<file path="src/rtl/mem_arbiter.sv">
// mem_arbiter: two-requester (fetch / data) round-robin arbiter in front of a
// single memory. One access is outstanding at a time: the grant cycle
// (IDLE) issues the memory command and the following cycle (RESP) returns
// the one-cycle response to the winner.
//
// Ports
//   clock, reset                 sole clock, async active-high reset
//   if_req/if_addr -> if_gnt     fetch request / grant
//   if_rvalid/if_rdata/if_err    fetch response
//   d_req/d_we/d_addr/d_wdata    data request (load or store)
//   d_gnt                        data grant
//   d_rvalid/d_rdata/d_err       data response (store: write acknowledge)
//   mem_pc_*                     memory instruction port
//   mem_read_*                   memory data read port
//   mem_write_*                  memory write port
module mem_arbiter #(
    parameter int MEM_WORDS = 1024
) (
    input  logic        clock,
    input  logic        reset,
    input  logic        if_req,
    input  logic [31:0] if_addr,
    output logic        if_gnt,
    output logic        if_rvalid,
    output logic [31:0] if_rdata,
    output logic        if_err,
    input  logic        d_req,
    input  logic        d_we,
    input  logic [31:0] d_addr,
    input  logic [31:0] d_wdata,
    output logic        d_gnt,
    output logic        d_rvalid,
    output logic [31:0] d_rdata,
    output logic        d_err,
    output logic        mem_pc_enable,
    output logic [31:0] mem_pc,
    input  logic [31:0] mem_pc_value,
    output logic        mem_read_enable,
    output logic [31:0] mem_read_address,
    input  logic [31:0] mem_read_value,
    output logic        mem_write_enable,
    output logic [31:0] mem_write_address,
    output logic [31:0] mem_write_value
);

    // 33-bit so MEM_WORDS*4 == 2^32 would still compare correctly
    localparam logic [32:0] MEM_BYTES = 33'(MEM_WORDS) * 33'd4;

    typedef enum logic {IDLE = 1'b0, RESP = 1'b1} state_t;
    // Where the response data comes from in RESP
    typedef enum logic [1:0] {SRC_ZERO = 2'd0, SRC_PC = 2'd1, SRC_READ = 2'd2} rsrc_t;

    state_t      state_q, state_d;
    logic        last_data_q, last_data_d;   // 1: data requester granted last
    logic        resp_if_q, resp_if_d;
    logic        resp_d_q, resp_d_d;
    logic        resp_err_q, resp_err_d;
    rsrc_t       rsrc_q, rsrc_d;

    logic        pick_data, pick_fetch, grant, legal;
    logic        pc_en, rd_en, wr_en;
    logic [31:0] sel_addr, resp_data;

    // Arbitration: data wins if it is the only requester, or on a tie when
    // fetch was granted last.
    always_comb begin
        pick_data  = d_req & (~if_req | ~last_data_q);
        pick_fetch = if_req & ~pick_data;
        grant      = ~reset & (state_q == IDLE) & (if_req | d_req);
        sel_addr   = pick_data ? d_addr : if_addr;
        legal      = (sel_addr[1:0] == 2'b00) && ({1'b0, sel_addr} < MEM_BYTES);
        pc_en      = grant & pick_fetch & legal;
        rd_en      = grant & pick_data & ~d_we & legal;
        wr_en      = grant & pick_data & d_we & legal;
    end

    assign if_gnt            = grant & pick_fetch;
    assign d_gnt             = grant & pick_data;
    assign mem_pc_enable     = pc_en;
    assign mem_pc            = pc_en ? if_addr : 32'd0;
    assign mem_read_enable   = rd_en;
    assign mem_read_address  = rd_en ? d_addr : 32'd0;
    assign mem_write_enable  = wr_en;
    assign mem_write_address = wr_en ? d_addr : 32'd0;
    assign mem_write_value   = wr_en ? d_wdata : 32'd0;

    always_comb begin
        state_d     = state_q;
        last_data_d = last_data_q;
        resp_if_d   = 1'b0;
        resp_d_d    = 1'b0;
        resp_err_d  = 1'b0;
        rsrc_d      = SRC_ZERO;
        if (state_q == RESP) begin
            state_d = IDLE;
        end else if (grant) begin
            state_d     = RESP;
            last_data_d = pick_data;
            resp_if_d   = pick_fetch;
            resp_d_d    = pick_data;
            resp_err_d  = ~legal;
            // Illegal accesses and stores answer with zero data
            if (legal && pick_fetch)
                rsrc_d = SRC_PC;
            else if (legal && !d_we)
                rsrc_d = SRC_READ;
        end
    end

    always_ff @(posedge clock or posedge reset) begin
        if (reset) begin
            state_q     <= IDLE;
            last_data_q <= 1'b1;    // fetch wins the first tie
            resp_if_q   <= 1'b0;
            resp_d_q    <= 1'b0;
            resp_err_q  <= 1'b0;
            rsrc_q      <= SRC_ZERO;
        end else begin
            state_q     <= state_d;
            last_data_q <= last_data_d;
            resp_if_q   <= resp_if_d;
            resp_d_q    <= resp_d_d;
            resp_err_q  <= resp_err_d;
            rsrc_q      <= rsrc_d;
        end
    end

    // Memory returns read data one cycle after the enable, i.e. in RESP
    always_comb begin
        case (rsrc_q)
            SRC_PC:   resp_data = mem_pc_value;
            SRC_READ: resp_data = mem_read_value;
            default:  resp_data = 32'd0;
        endcase
    end

    assign if_rvalid = resp_if_q;
    assign if_err    = resp_if_q & resp_err_q;
    assign if_rdata  = resp_if_q ? resp_data : 32'd0;
    assign d_rvalid  = resp_d_q;
    assign d_err     = resp_d_q & resp_err_q;
    assign d_rdata   = resp_d_q ? resp_data : 32'd0;

endmodule

</file>
<file path="config.mk">
export PLATFORM = sky130hd
export DESIGN_NAME = mem_arbiter
export DESIGN_NICKNAME = d
export VERILOG_FILES = /design/src/rtl/mem_arbiter.sv
export SDC_FILE = /design/constraint.sdc
export NUM_CORES = 1
export LEC_CHECK = 0
export BUFFER_PORTS_ARGS = -buffer_cell sky130_fd_sc_hd__buf_2
export CORE_AREA = 2 2 143 145
export CTS_CLUSTER_SIZE = 10
export DETAILED_ROUTE_END_ITERATION = 8
export DIE_AREA = 0 0 145 147
export PLACE_DENSITY_LB_ADDON = 0.1
export SLEW_MARGIN = 5
export SYNTH_ARGS = -nofsm -noshare
export SYNTH_HDL_FRONTEND = slang
export SYNTH_SLANG_ARGS = --single-unit
</file>
<file path="constraint.sdc">
create_clock -name clock -period 2.63 [get_ports clock]
set_input_delay 0.263 -clock clock [delete_from_list [all_inputs] [get_ports clock]]
set_output_delay 0.263 -clock clock [all_outputs]
set_load 0.05 [all_outputs]
</file>
==> impl_metrics.tcl <==
set metrics [dict create \
    drv_cap 0 \
    clk_latency_ns 0.23 \
    cts_buffers 3 \
    cp_max_fo 43 \
    r2r_cells 4 \
    wl_per_cell_microns 12.6 \
    cts_tree "done" \
    drtAntennaViolNets 0 \
    netlist_area_sq_um 1950 \
    cts.clk_slew.worst_paths_ns 0.04 \
    first_iter_violations 64 \
    num_vias 2900 \
    antenna_found_initial 2 \
    cts_buffer_depth 2 \
    fp.dieW_microns 145 \
    yosysWarnings 0 \
    io_buffers 299 \
    ir_drop_mv 0.140 \
    die_h_microns 147 \
    layout_commonest_cell "buf_2" \
    crit_path_end_kind "primary output" \
    root_buffer "clkbuf_16" \
    crit_arrival_ns 2.08 \
    dpl.hpwl_mm 9.37 \
    path_class "flop to primary output" \
    nNetsFinal 755 \
    layoutNonFillerInstCount 857 \
    h-tree-depth 1 \
    finalCritPeriodShare_pct 88.9 \
    cts_hold_buffers 1 \
    cts_sinks 7 \
    min_period_ns 2.34 \
    ctsResizeCount 0 \
    required_ns 2.37 \
    status "finished clean" \
    rr_startpoint "last_data_q" \
    first_pass_iters 4 \
    start_kind "flop" \
    syn-instance-count 295 \
    r2r_setup_slack_ns 1.17 \
    hold_viol 0 \
    die_area_sq_um 21300 \
    hold_path_depth 2 \
    setup_viol 0 \
    grt_overflow 0 \
    crit_end "mem_write_value[29]" \
    placed_area_sq_um 3570 \
    grt_pass1_wl_mm 15.2 \
    vias_per_cell 3.38 \
    place_inst 852 \
    core-area_sq_um 19800 \
    diodes 0 \
    fin_skew_ns 0.000462 \
    final.setup.tns_ns 0 \
    grt_max_degree 44 \
    avgSynthCellArea_sq_um 6.62 \
    grt_pass1_vias 2777 \
    seq_area_frac_synth_pct 9.04 \
    routed_wl_mm 10.8 \
    post_cts_buffers 0 \
    initial_core_util_pct 9.84 \
    grt_setup_unrepaired "false" \
    io_pins 366 \
    drive_gt1_share_pct 54.3 \
    drc 0 \
    max_freq_ghz 0.428 \
    final_cell_mix "buf_2 (295), conb_1 (66), nor2_1 (65)" \
    design_area_sq_um 3650 \
    r2r-end "rsrc_q[0]" \
    worstHoldPathType "input port to flop" \
    place_congestion 0.842 \
    critPathLaunch "state_q" \
    powerDensity_nw_per_um2 211 \
    core.rowCount 52 \
    slew_violations 0 \
    area_delta_synth_final_pct 87.2 \
    grt_usage_pct 9.05 \
    ys_ff_latch 7 \
    p_leak_nw 2.12 \
    synth_cell_types 29 \
]
worst max-delay path: stages, from the launching register on:
cell and delay [ns]:
dfrtp_1 0.36, nor2_2 0.19, nand3_1 0.27, nor4_4 0.37
buf_12 0.22, and2_1 0.16, buf_2 0.26
power breakdown:
| group | leakage, nW | switching, mW | internal (mW) |
|---|---|---|---|
| combinational | 1.99 | 0.284 | 0.101 |
| clock | 0.0382 | 0.0578 | 0.202 |
| sequential | 0.0910 | 0.00661 | 0.121 |
synthesized netlist by cell type (all sizes together):
master,instances,area (sq um)
nand2b,3,18.8
o21ai,2,10.0
o21a,1,7.51
a22oi,32,240
or2,1,6.26
inv,8,30.0
or4,1,7.51
buf,78,573
dfrtp,6,150
nand4,2,18.8
nor4,14,128
nand2,2,7.51
ha,2,25.0
and2,64,400
nor3,1,5.00
nor2,66,250
clkbuf,6,22.5
nand3,2,10.0
a31oi,1,6.26
a21oi,1,5.00
conb,1,3.75
dfstp,1,26.3
layer usage:
layer  vias up  track usage (%)  share of wire (%)
li1       1424                -                  -
met1      1251             7.56                 29
met2       208             19.9                 59
met3        13             3.01                 11
met4         4             2.03                1.5
met5         -                0               0.28
worst min path at each step:
| stage | start | end | slack (ns) |
|---|---|---|---|
| after detailed placement | reset | state_q | 0.23 |
| final | d_we | rsrc_q[1] | 0.25 |
| after global routing | if_req | last_data_q | 0.26 |
| after floorplan | reset | d_rvalid | 0.07 |
| after CTS | if_req | last_data_q | 0.25 |
| after global placement | reset | state_q | 0.24 |
sequential cells by signal, summed over array words and instances (netlist names):
signal	cells
d_rvalid	1
if_rvalid	1
last_data_q	1
resp_err_q	1
rsrc_q	2
state_q	1
final cells by class:
class | instances | area, sq um
Fill cell | 2311 | 16200
Timing Repair Buffer | 307 | 1630
Multi-Input combinational cell | 261 | 1400
Tap cell | 270 | 338
Sequential cell | 7 | 176
Clock buffer | 4 | 78.8
Inverter | 8 | 30.0
logic make-up (layout without fill, tap and decap cells):
group	Yosys count	after routing	synth area share [%]
AOI/OAI and AO/OA	37	37	13.8
adders and majority gates	2	2	1.28
buffers and inverters	92	319	32.1
DFF	7	7	9.04
other	1	66	0.192
and+or+nand+nor	156	156	43.7
per-stage QoR:
stage	hold slack (ns)	total power [mW]	setup slack [ns]	util [%]
final	0.249	0.773	0.292	18.4
after detailed placement	0.227	0.513	0.484	18.0
after CTS	0.249	0.779	0.258	18.4
after floorplan	0.0657	0.452	0.0233	-
after global routing	0.260	0.808	0.113	18.4
after global placement	0.236	0.511	0.520	18.0
Power figures use the tool's default switching activity.
